### src/rtl/mac_sequencer.sv
// Sequencer for a matrix product C = A*B, one C element at a time, through a single external MAC.
// Each element streams K operand pairs, waits for the MAC pipeline to drain, then offers the result.
module mac_sequencer #(
    parameter int DATA_WIDTH = 16,
    parameter int M_DIM      = 4,
    parameter int N_DIM      = 4,
    parameter int K_DIM      = 8,
    localparam int A_AW      = (M_DIM * K_DIM > 1) ? $clog2(M_DIM * K_DIM) : 1,
    localparam int B_AW      = (K_DIM * N_DIM > 1) ? $clog2(K_DIM * N_DIM) : 1,
    localparam int RW        = (M_DIM > 1) ? $clog2(M_DIM) : 1,
    localparam int CW        = (N_DIM > 1) ? $clog2(N_DIM) : 1
) (
    input  logic                    clk,
    input  logic                    reset_n,
    input  logic                    start,
    output logic                    busy,
    output logic                    done,
    output logic                    a_rd_en,
    output logic [A_AW-1:0]         a_addr,
    output logic                    b_rd_en,
    output logic [B_AW-1:0]         b_addr,
    input  logic [DATA_WIDTH-1:0]   a_rd_data,
    input  logic [DATA_WIDTH-1:0]   b_rd_data,
    output logic [DATA_WIDTH-1:0]   mac_a,
    output logic [DATA_WIDTH-1:0]   mac_b,
    output logic                    mac_load,
    input  logic [2*DATA_WIDTH-1:0] mac_acc,
    output logic                    c_valid,
    input  logic                    c_ready,
    output logic [2*DATA_WIDTH-1:0] c_data,
    output logic [RW-1:0]           c_row,
    output logic [CW-1:0]           c_col
);

    localparam int KW = $clog2(K_DIM);
    localparam logic [RW-1:0] I_LAST = RW'(M_DIM - 1);
    localparam logic [CW-1:0] J_LAST = CW'(N_DIM - 1);
    localparam logic [KW-1:0] K_LAST = KW'(K_DIM - 1);

    typedef enum logic [1:0] {IDLE, ISSUE, DRAIN, RESP} state_t;

    state_t                  state_q, state_d;
    logic [RW-1:0]           i_q, i_d;
    logic [CW-1:0]           j_q, j_d;
    logic [KW-1:0]           k_q, k_d;
    logic [1:0]              drain_q, drain_d;
    logic [2:0]              load_dly_q, load_dly_d;
    logic [2*DATA_WIDTH-1:0] c_data_q, c_data_d;

    always_ff @(posedge clk or negedge reset_n) begin
        if (!reset_n) begin
            state_q    <= IDLE;
            i_q        <= '0;
            j_q        <= '0;
            k_q        <= '0;
            drain_q    <= '0;
            load_dly_q <= '0;
            c_data_q   <= '0;
        end else begin
            state_q    <= state_d;
            i_q        <= i_d;
            j_q        <= j_d;
            k_q        <= k_d;
            drain_q    <= drain_d;
            load_dly_q <= load_dly_d;
            c_data_q   <= c_data_d;
        end
    end

    // k==0 reaches the accumulator three cycles after issue: one memory cycle plus two MAC stages.
    assign mac_load = load_dly_q[2];
    assign mac_a    = a_rd_data;
    assign mac_b    = b_rd_data;
    assign a_addr   = A_AW'(int'(i_q) * K_DIM + int'(k_q));
    assign b_addr   = B_AW'(int'(k_q) * N_DIM + int'(j_q));
    assign c_data   = c_data_q;
    assign c_row    = i_q;
    assign c_col    = j_q;

    always_comb begin
        state_d    = state_q;
        i_d        = i_q;
        j_d        = j_q;
        k_d        = k_q;
        drain_d    = drain_q;
        load_dly_d = {load_dly_q[1:0], (state_q == ISSUE) && (k_q == '0)};
        c_data_d   = c_data_q;
        busy       = (state_q != IDLE);
        done       = 1'b0;
        a_rd_en    = 1'b0;
        b_rd_en    = 1'b0;
        c_valid    = 1'b0;

        case (state_q)
            IDLE: begin
                if (start) begin
                    state_d = ISSUE;
                    i_d     = '0;
                    j_d     = '0;
                    k_d     = '0;
                end
            end
            ISSUE: begin
                a_rd_en = 1'b1;
                b_rd_en = 1'b1;
                if (k_q == K_LAST) begin
                    k_d     = '0;
                    drain_d = '0;
                    state_d = DRAIN;
                end else begin
                    k_d = k_q + KW'(1);
                end
            end
            DRAIN: begin
                drain_d = drain_q + 2'd1;
                // Fourth drain cycle: the last product landed on the previous edge.
                if (drain_q == 2'd3) begin
                    c_data_d = mac_acc;
                    state_d  = RESP;
                end
            end
            RESP: begin
                c_valid = 1'b1;
                if (c_ready) begin
                    if ((i_q == I_LAST) && (j_q == J_LAST)) begin
                        done    = 1'b1;
                        state_d = IDLE;
                        i_d     = '0;
                        j_d     = '0;
                    end else begin
                        state_d = ISSUE;
                        if (j_q == J_LAST) begin
                            j_d = '0;
                            i_d = i_q + RW'(1);
                        end else begin
                            j_d = j_q + CW'(1);
                        end
                    end
                end
            end
            default: state_d = IDLE;
        endcase
    end

endmodule

### config.mk
export PLATFORM = sky130hd
export DESIGN_NAME = mac_sequencer
export DESIGN_NICKNAME = d
export VERILOG_FILES = /design/src/rtl/mac_sequencer.sv
export SDC_FILE = /design/constraint.sdc
export NUM_CORES = 1
export LEC_CHECK = 0
export BUFFER_PORTS_ARGS = -buffer_cell sky130_fd_sc_hd__buf_2
export CAP_MARGIN = 40
export CORE_UTILIZATION = 42
export CTS_CLUSTER_DIAMETER = 80
export CTS_CLUSTER_SIZE = 16
export DETAILED_ROUTE_END_ITERATION = 8
export GPL_ROUTABILITY_DRIVEN = 1
export HOLD_SLACK_MARGIN = 0.08
export PLACE_DENSITY = 0.79
export SLEW_MARGIN = 5
export SYNTH_ARGS = -nofsm -noshare
export SYNTH_HDL_FRONTEND = slang
export SYNTH_SLANG_ARGS = --single-unit
### constraint.sdc
create_clock -name clk -period 2.1 [get_ports clk]
set_clock_uncertainty 0.05 [all_clocks]
set_input_delay 0.42 -clock clk [delete_from_list [all_inputs] [get_ports clk]]
set_output_delay 0.42 -clock clk [all_outputs]
set_load 0.02 [all_outputs]
; Yosys cells after proc, flatten, opt, wreduce, memory -nomap -nowiden
; Cells that the tools add are included.
; Widths: inputs -> output; s select.
[totals]
register_bits = 46
out_inout_bits = 84
elab_cells = 64
[classes]
n_addsub = 6
n_eq_ne = 12
muxes = 25
n_reduce_logical = 14
[ops]
columns = operator, n
row1 = $mux 2, 12
row2 = $pmux 2 s2, 3
row3 = $eq 2x2->1 const B, 5
row4 = $pmux 2 s4, 1
row5 = $reduce_and 4->1, 2
row6 = $reduce_bool 2->1, 4
row7 = $add 2x1->2 const B, 3
row8 = $mux 1, 6
row9 = $mux 3, 2
row10 = $ne 2x2->1 const B, 3
row11 = $pmux 3 s2, 1
row12 = $reduce_and 2->1, 3
row13 = $add 5x2->5, 1
row14 = $add 5x3->5, 1
row15 = $add 3x1->3 const B, 1
row16 = $eq 3x3->1 const B, 1
row17 = $logic_not 3->1, 1
row18 = $ne 3x3->1 const B, 1
row19 = $reduce_and 3->1, 1
row20 = $eq 2x1->1 const B, 1
row21 = $logic_and 1x1->1, 2
row22 = $logic_not 2->1, 1
row23 = $ne 2x1->1 const B, 1

; Logic depth before layout (Yosys ltp)
; Gate-level depths: netlist (run 1).
[depth]
ltp_word = 5
mapped_depth = 7

; Worst setup path after synthesis (run 1)
; OpenSTA, ideal clock, no wires.
[synth_timing]
path_kind = register to output
start = reg state_q[1]
end = out done
t_arrival_ns = 1.279
required_time_ns = 1.630
setup_slack_ns = 0.351
path_stages_with_launch = 5
cell_sequence = dfrtp_1 > ha_1 > buf_2 > nand2_1 > nor2_1
[synth_via]
elab_chain_cells = 2
[synth_rtl]
columns = item, line_no
row1 = "start, declared", 42  ; state_t state_q, state_d;
row2 = "start signal, assigned", 60  ; state_q <= state_d;
row3 = $eq 2x2->1, 94  ; case (state_q)
row4 = $mux 1, 94
row5 = "end, declared", 17  ; output logic done,
; Every way passes these cells.

; Worst setup path in the final report (run 1)
[layout_timing]
start = reg state_q[0]
end = out busy
[layout_via]
elab_chain_cells = 1
[layout_rtl]
columns = item, line_no
row1 = $reduce_bool 2->1, 88  ; busy = (state_q != IDLE);
row2 = "end, declared", 16  ; output logic busy,
; Every way passes these cells.

==> results.cfg, run 1 <==
[outcome]
run_status = finished clean

[worst_setup_path]
critPathSlowestCell = sky130_fd_sc_hd__dfrtp_1
worst_setup_path_end_kind = output pin
r2r-end = c_data[29]$_DFFE_PN0P_
critical_path_required_ns = 1.63
crit_end = busy
crit_path_frequent_cell = sky130_fd_sc_hd__inv_1
max_stage_delay_ns = 0.41
arrival_ns = 1.53
reg2reg_depth = 5
startpoint_type = flip-flop
crit_chain = inv_1 -> ha_1 -> inv_1 -> buf_2
critPathMaxFanout = 6
setup.worst_path.start = state_q[0]$_DFFE_PN0P_
crit-reg2reg-launch = state_q[0]$_DFFE_PN0P_
timing_worst_setup_path_type = flip-flop to output pin
r2r_setup_slack_ns = 0.33

[clocking]
clock_latency_ns = 0.29
clock_tree_from_tritoncts = yes
htreeDepth = 2
root_driver = sky130_fd_sc_hd__clkbuf_8
cts.path.max_buffers = 2
clock_sink_count = 46
clkTransAtPathRegs_ns = 0.09
cts_inserted_buffers = 5
post-cts-setup-buffer-count = 0

[finish]
final_standard_cell_utilization_of_the_core_pct = 51.3
nNetsFinal = 321
most-common-layout-cells = sky130_fd_sc_hd__buf_2 (87), sky130_fd_sc_hd__dfrtp_1 (46), sky130_fd_sc_hd__mux2_1 (33)
synthToLayoutAreaGrowth_pct = 13.9
post_layout_nonfiller_instances = 311
antennaDiodeCount = 0
drive_gt1_share_pct = 44.0
layout.cells.most_common = sky130_fd_sc_hd__buf_2

[sta]
rsz0062_at_grt = false
timing.final.crit_share_pct = 95.2
setup_violations = 0
layout_min_cycle_time_ns = 2.00
achievable-frequency_ghz = 0.500
worst_slew_margin_rel_pct = 62.0
finalMaxSlewViolations = 0
timing_hold_violations_final = 0
tightest_slew_ns = 0.570
finalSetupTns_ns = 0

[drt]
drt-total-wl_mm = 4.06
detail_route.wl_per_cell_um = 13.1
ant_nets = 0
via_per_inst = 4.77
initialDrtViolationCount = 25
drcViolationCount = 0
pre_repair_dr_iteration_count = 3
vias = 1485

[worst_hold_path]
hp-class = input pin to asynchronous set/reset pin

[floorplan]
fp.dieW_um = 77.2
floorplan.rows = 26
floorplan.initialDensity_pct = 45.0
floorplan_die_area_um2 = 5950
core_um2 = 5270
pin_count = 152
die-height_um = 77.2

[global_route]
wire_length_of_the_first_global_routing_pass_mm = 6.92
grt_start_max_net_pins = 47
grt_antenna_before_repair = 0
residual_overflow_from_global_routing = 0
grt_use_total_pct = 14.6
grt_pass1_vias = 1515

[placed_design]
io_buffer_count = 87
gpl.final_weighted_congestion = 0.709
place.detailed.hpwl_mm = 3.04
placed_cells_incl_taps = 303

[power_and_ir_drop]
p_sw_w = 0.00188
internal_power_w = 0.00252
post_route_total_power_w = 0.00439
cellLeakagePower_nw = 1.36
pwr-share-comb_pct = 48.9
pwr-share-seq_pct = 36.2
pwr-share-clk_pct = 14.9
vdd_ir_drop_max_uv = 589
switching_share_pct = 42.7
power_per_cell_area_nw_per_um2 = 1630

[synthesis]
synth_seq_area_share_pct = 48.5
netlist_instances = 189
syn_area_um2 = 2370
async_flop_share_pct = 100
synth_area_per_inst_um2 = 12.6
synth_top_flop_cell = sky130_fd_sc_hd__dfrtp_1
synth-warning-count = 0
synth.lib_cells_used.distinct = 29
syn-num-nets = 270
postSynthRegisterBits = 46
synth_enable_flop_cells = 0

[run]
maxCapViolations = 0
[power by group through the flow]
stage | combinational, W | clock, W | sequential [W]
after floorplan | 0.00119 | 0 | 0.00207
after global placement | 0.00211 | 0 | 0.00159
after detailed placement | 0.00217 | 0 | 0.00161
after CTS | 0.00217 | 0.000677 | 0.00159
after global routing | 0.00235 | 0.000712 | 0.00166
final | 0.00215 | 0.000655 | 0.00159
[per-stage QoR]
stage,setup WS [ns],cell area (µm²),hold slack (ns)
6_report,0.102,2700,0.146
5_1_grt,0.0111,2700,0.185
4_1_cts,0.0478,2700,0.167
3_5_place_dp,0.304,2580,0.288
3_3_place_gp,0.331,2580,0.287
2_1_floorplan,0.351,2370,0.0744
[synth_stat cells, types with 2 or more instances]
| cell | number | share of area [%] |
|---|---|---|
| sky130_fd_sc_hd__nand2_1 | 10 | 1.6 |
| sky130_fd_sc_hd__nand2b_4 | 2 | 1.2 |
| sky130_fd_sc_hd__mux2i_1 | 3 | 1.3 |
| sky130_fd_sc_hd__nor2_1 | 4 | 0.63 |
| sky130_fd_sc_hd__inv_1 | 6 | 0.95 |
| sky130_fd_sc_hd__buf_2 | 5 | 1.1 |
| sky130_fd_sc_hd__ha_1 | 13 | 6.9 |
| sky130_fd_sc_hd__o221ai_1 | 2 | 0.74 |
| sky130_fd_sc_hd__dfrtp_1 | 46 | 49 |
| sky130_fd_sc_hd__o21ai_0 | 3 | 0.63 |
| sky130_fd_sc_hd__a2111oi_2 | 2 | 1.3 |
| sky130_fd_sc_hd__mux2_1 | 33 | 16 |
| sky130_fd_sc_hd__nand3_1 | 4 | 0.84 |
| sky130_fd_sc_hd__buf_4 | 40 | 13 |
| sky130_fd_sc_hd__nand2b_1 | 2 | 0.53 |
[kinds of logic after synthesis]
logic type	Yosys count	synth area share (%)
flops	46	48.5
fa+ha+maj	13	6.86
simple gates	25	5.70
buf+inv	52	14.8
compound gates	17	7.17
mux	36	16.9
[per-layer routing]
| layer | GRT usage, % | vias to the layer above | share of wire, % |
|---|---|---|---|
| met5 | 0 | - | 0 |
| met4 | 5.28 | 0 | 1.5 |
| met3 | 5.12 | 8 | 8.6 |
| met2 | 23.6 | 70 | 46 |
| met1 | 17.9 | 702 | 44 |
| li1 | - | 705 | - |
[worst min path at each step]
| stage | endpoint | startpoint | slack [ns] | cells past startpoint |
|---|---|---|---|---|
| 3_5_place_dp | load_dly_q[2]$_DFF_PN0_ | load_dly_q[1]$_DFF_PN0_ | 0.29 | 0 |
| 5_1_grt | c_data[11]$_DFFE_PN0P_ | reset_n | 0.18 | 2 |
| 6_report | c_data[11]$_DFFE_PN0P_ | reset_n | 0.15 | 2 |
| 4_1_cts | c_data[13]$_DFFE_PN0P_ | reset_n | 0.17 | 2 |
| 3_3_place_gp | load_dly_q[1]$_DFF_PN0_ | load_dly_q[0]$_DFF_PN0_ | 0.29 | 0 |
| 2_1_floorplan | c_col[0]$_DFFE_PN0P_ | reset_n | 0.07 | 0 |
[flip-flops by register name (all words and copies together), names as in the netlist]
name,cells
k_q,3
c_col,2
state_q,2
c_row,2
drain_q,2
c_data,32
load_dly_q,3
[timing repair]
action,4_1_cts,5_1_grt
setup endpoints to repair,0,3
hold buffers,0,0
gates resized for setup,0,2
[worst max-delay path, delay by kind of cell, from the launching register on]
kind | cells | cell delay [ns]
flip-flops | 1 | 0.41
adder cells (fa/ha/maj) | 1 | 0.40
buffers and inverters | 3 | 0.42
[layout make-up]
cell class	instances	area (µm²)
flip-flops and latches	46	1150
repair buffers	89	450
multi-input cells	91	875
fillers	486	2570
well taps	70	87.6
clock buffers	5	68.8
inverters	7	26.3
clock inverters	3	43.8
No activity file was read; power rests on OpenSTA's default activity.
==> run 2, diff against run 1 <==
--- a/config.mk
+++ b/config.mk
@@ -14,6 +14,7 @@
 export GPL_ROUTABILITY_DRIVEN = 1
 export HOLD_SLACK_MARGIN = 0.08
 export PLACE_DENSITY = 0.79
+export RECOVER_POWER = 100
 export SLEW_MARGIN = 5
 export SYNTH_ARGS = -nofsm -noshare
 export SYNTH_HDL_FRONTEND = slang
==> results.cfg, run 2 (same netlist as run 1, synthesis figures left out) <==
[sta]
setup_violations = 0
rsz0062_at_grt = false
worst_slew_margin_rel_pct = 25.5
achievable-frequency_ghz = 0.515
timing.final.crit_share_pct = 92.4
hold-worst-slack_ns = 0.279
tightest_slew_ns = 1.12
finalMaxSlewViolations = 0
layout_min_cycle_time_ns = 1.94
finalSetupTns_ns = 0
timing_hold_violations_final = 0

[floorplan]
die-height_um = 77.2
core_um2 = 5270
pin_count = 152
floorplan_die_area_um2 = 5950
floorplan.rows = 26
floorplan.initialDensity_pct = 45.0
fp.dieW_um = 77.2

[global_route]
grt_use_total_pct = 14.6
wire_length_of_the_first_global_routing_pass_mm = 6.92
grt_antenna_before_repair = 0
grt_start_max_net_pins = 47
residual_overflow_from_global_routing = 0
grt_pass1_vias = 1515

[clocking]
cts_inserted_buffers = 5
clock_tree_from_tritoncts = yes
htreeDepth = 2
clock_sink_count = 46
cts.path.max_buffers = 2
clkTransAtPathRegs_ns = 0.09
clock_latency_ns = 0.29
root_driver = sky130_fd_sc_hd__clkbuf_8
post-cts-setup-buffer-count = 0

[drt]
pre_repair_dr_iteration_count = 4
drt-total-wl_mm = 4.14
drcViolationCount = 0
vias = 1498
initialDrtViolationCount = 30
detail_route.wl_per_cell_um = 13.3
via_per_inst = 4.82
ant_nets = 0

[worst_hold_path]
hp-class = input pin to flip-flop
hold_path_depth = 2
min_to = c_data[13]$_DFFE_PN0P_
timing.hold.worst.start = mac_acc[13]

[power_and_ir_drop]
post_route_total_power_w = 0.00419
cellLeakagePower_nw = 1.20
power_per_cell_area_nw_per_um2 = 1610
vdd_ir_drop_max_uv = 557

[run]
maxCapViolations = 0

[finish]
nNetsFinal = 321
largest_reg_flops = 32
final_standard_cell_utilization_of_the_core_pct = 49.2
antennaDiodeCount = 0
drive_gt1_share_pct = 22.4
most-common-layout-cells = sky130_fd_sc_hd__clkbuf_1 (48), sky130_fd_sc_hd__dfrtp_1 (46), sky130_fd_sc_hd__buf_2 (37)
layout.cells.most_common = sky130_fd_sc_hd__clkbuf_1
post-route-cell-area_um2 = 2590
synthToLayoutAreaGrowth_pct = 9.39

[outcome]
run_status = finished clean

[worst_setup_path]
critical_path_required_ns = 1.63
startpoint_type = flip-flop
worst_setup_path_end_kind = output pin
r2r_setup_slack_ns = 0.22
r2r-end = state_q[0]$_DFFE_PN0P_
arrival_ns = 1.47
critPathMaxFanout = 12
reg2reg_depth = 6
timing_worst_setup_path_type = flip-flop to output pin
crit-reg2reg-launch = state_q[1]$_DFFE_PN0P_

[placed_design]
place.detailed.hpwl_mm = 3.04
io_buffer_count = 87
placed_area_um2 = 2580
gpl.final_weighted_congestion = 0.709
## run 2: cell count changes in the layout (fill, tap and decap cells not counted), sizes merged
cell and delta:
buf -52, clkbuf +52
## run 2: power by group
part	total (W)	leakage [nW]	internal, W	switching (W)
combinational	0.00193	0.588	0.000666	0.00126
sequential	0.00161	0.553	0.00132	0.000287
clock	0.000655	0.0585	0.000357	0.000298
total	0.00419	1.20	0.00234	0.00185
## run 2: how the worst max path moves through the flow
stage / slack (ns) / startpoint / cells after the start / to
3_3_place_gp: 0.33 / state_q[1]$_DFFE_PN0P_ / 5 / state_q[1]$_DFFE_PN0P_
3_5_place_dp: 0.30 / state_q[1]$_DFFE_PN0P_ / 5 / state_q[1]$_DFFE_PN0P_
2_1_floorplan: 0.35 / state_q[1]$_DFFE_PN0P_ / 4 / done
4_1_cts: 0.05 / state_q[1]$_DFFE_PN0P_ / 3 / a_rd_en
5_1_grt: 0.004 / state_q[1]$_DFFE_PN0P_ / 6 / state_q[0]$_DFFE_PN0P_
6_report: 0.16 / state_q[1]$_DFFE_PN0P_ / 3 / b_rd_en
## run 2: per-stage QoR
step,worst slack [ns],std cells
global route,0.00398,311
detailed placement,0.304,303
CTS,0.0478,311
global placement,0.331,303
finish,0.159,311
floorplan,0.351,189
## run 2: per-layer routing
layer | part of all wire, % | global-route usage [%] | vias to the layer above
met5 | 0 | 0 | -
met4 | 1.4 | 5.28 | 0
met3 | 8.6 | 5.12 | 8
met2 | 46 | 23.6 | 70
met1 | 44 | 17.9 | 710
li1 | - | - | 710
## run 2: worst max-delay path, stage by stage (launching register included)
cell,delay [ns]
sky130_fd_sc_hd__dfrtp_1,0.44
sky130_fd_sc_hd__inv_1,0.12
sky130_fd_sc_hd__ha_2,0.35
sky130_fd_sc_hd__clkbuf_1,0.27
## run 2: area by class of cell
class / count / area [µm²]
fill: 515 / 2680
sequential: 46 / 1150
multi-input combinational: 91 / 830
timing repair buffer: 89 / 388
tap: 70 / 87.6
clock buffer: 5 / 68.8
clock inverter: 3 / 43.8
inverter: 7 / 26.3
## run 2: what timing repair did
item,CTS,global route
endpoints found under the setup margin,0,3
hold buffers,0,0
gates resized for setup,0,2
==> run 3, diff against run 2 <==
--- a/config.mk
+++ b/config.mk
@@ -15,6 +15,7 @@
 export HOLD_SLACK_MARGIN = 0.08
 export PLACE_DENSITY = 0.79
 export RECOVER_POWER = 100
+export REMOVE_ABC_BUFFERS = 1
 export SLEW_MARGIN = 5
 export SYNTH_ARGS = -nofsm -noshare
 export SYNTH_HDL_FRONTEND = slang
==> results.cfg, run 3 (same netlist as run 1, synthesis figures left out) <==
[floorplan]
floorplan.rows = 26
core_um2 = 5270
floorplan_die_area_um2 = 5950
fp.dieW_um = 77.2
floorplan.initialDensity_pct = 45.0
die-height_um = 77.2
pin_count = 152

[finish]
largest_reg_flops = 32
synthToLayoutAreaGrowth_pct = 9.34
drive_gt1_share_pct = 21.6
antennaDiodeCount = 0
most-common-layout-cells = sky130_fd_sc_hd__clkbuf_1 (51), sky130_fd_sc_hd__dfrtp_1 (46), sky130_fd_sc_hd__buf_2 (36)
post-route-cell-area_um2 = 2590
post_layout_nonfiller_instances = 311
nNetsFinal = 321
layout.cells.most_common = sky130_fd_sc_hd__clkbuf_1

[clocking]
htreeDepth = 2
clock_latency_ns = 0.29
clock_tree_from_tritoncts = yes
clkTransAtPathRegs_ns = 0.08
cts_inserted_buffers = 5
post_cts_resize_count = 0
clock_sink_count = 46
post-cts-setup-buffer-count = 0
root_driver = sky130_fd_sc_hd__clkbuf_8
cts.path.max_buffers = 2
holdBufCountCts = 0

[drt]
initialDrtViolationCount = 51
via_per_inst = 5.02
pre_repair_dr_iteration_count = 4
detail_route.wl_per_cell_um = 17.5
drt-total-wl_mm = 5.45
drcViolationCount = 0
ant_nets = 0
vias = 1560

[worst_setup_path]
setup.worst_path.start = state_q[1]$_DFFE_PN0P_
crit_chain = inv_1 -> ha_2 -> clkbuf_1
timing_worst_setup_path_type = flip-flop to output pin
critPathSlowestCell = sky130_fd_sc_hd__dfrtp_1
arrival_ns = 1.46
largest_delay_share_family_worst_path = flip-flops
startpoint_type = flip-flop
crit-reg2reg-launch = state_q[1]$_DFFE_PN0P_
critPathMaxFanout = 12
max_stage_delay_ns = 0.44
critical_path_required_ns = 1.63
worst_setup_path_end_kind = output pin
worst-path-buf-inv = 2

[global_route]
grt_use_total_pct = 18.8
wire_length_of_the_first_global_routing_pass_mm = 8.29
residual_overflow_from_global_routing = 0
grt_pass1_vias = 1447
grt_antenna_before_repair = 0
grt_start_max_net_pins = 47

[placed_design]
place_worst_setup_slack_ns = 0.272
io_buffer_count = 87
placed_area_um2 = 2580
gpl.final_weighted_congestion = 0.739
placed_cells_incl_taps = 303
place.detailed.hpwl_mm = 4.12

[run]
maxCapViolations = 0

[sta]
tightest_slew_ns = 1.13
timing_hold_violations_final = 0
finalSetupTns_ns = 0
layout_min_cycle_time_ns = 1.93
achievable-frequency_ghz = 0.517
worst_slew_margin_rel_pct = 24.5
timing.final.ws_setup_ns = 0.166
finalMaxSlewViolations = 0
setup_violations = 0
hold-worst-slack_ns = 0.287
rsz0062_at_grt = false
timing.final.crit_share_pct = 92.1

[power_and_ir_drop]
power_per_cell_area_nw_per_um2 = 1620
vdd_ir_drop_max_uv = 601
cellLeakagePower_nw = 1.19

[worst_hold_path]
timing.hold.worst.start = mac_acc[11]
hp-class = input pin to flip-flop

[outcome]
run_status = finished clean
run 3: per-stage QoR:
stage | total power (W) | utilization (%)
2_1_floorplan | 0.00305 | -
3_3_place_gp | 0.00371 | 49.1
3_5_place_dp | 0.00379 | 49.1
4_1_cts | 0.00443 | 51.1
5_1_grt | 0.00451 | 49.2
6_report | 0.00420 | 49.2
run 3: layout make-up:
type | instances | area, µm²
clock buffers | 6 | 72.6
clock inverters | 2 | 37.5
fillers | 501 | 2680
inverters | 7 | 26.3
multi-input cells | 91 | 833
flip-flops and latches | 46 | 1150
well taps | 70 | 87.6
repair buffers | 89 | 385
run 3: report_power, final:
part / switching, W / internal, W
clock network: 0.000285 / 0.000355
registers: 0.000291 / 0.00132
logic: 0.00128 / 0.000667
total: 0.00185 / 0.00234
run 3: worst reg2reg max path: stages, from the launching register on:
cell and delay [ns]:
sky130_fd_sc_hd__dfrtp_1 0.43, sky130_fd_sc_hd__inv_1 0.11, sky130_fd_sc_hd__ha_2 0.27, sky130_fd_sc_hd__nand2b_1 0.10, sky130_fd_sc_hd__o2111ai_1 0.16, sky130_fd_sc_hd__a2111oi_0 0.50
sky130_fd_sc_hd__a21oi_1 0.09
run 3: final timing paths:
check                                     endpoint  slack [ns]  depth (start not counted)
max                                        b_rd_en        0.17                          3
min                         c_data[11]$_DFFE_PN0P_        0.29                          2
max reg2reg                 state_q[0]$_DFFE_PN0P_        0.25                          6
min reg2reg                load_dly_q[1]$_DFF_PN0_        0.30                          0
max in group asynchronous     c_col[0]$_DFFE_PN0P_        0.93                          2
min in group asynchronous   c_data[15]$_DFFE_PN0P_        0.38                          2
run 3: per-layer routing:
layer / track usage [%] / vias to the layer above / wire [µm]
met3: 15.8 / 7 / 960
met4: 4.53 / 0 / 51
met1: 23.5 / 736 / 2370
met2: 23.5 / 109 / 2070
li1: - / 708 / -
met5: 4.55 / - / 0
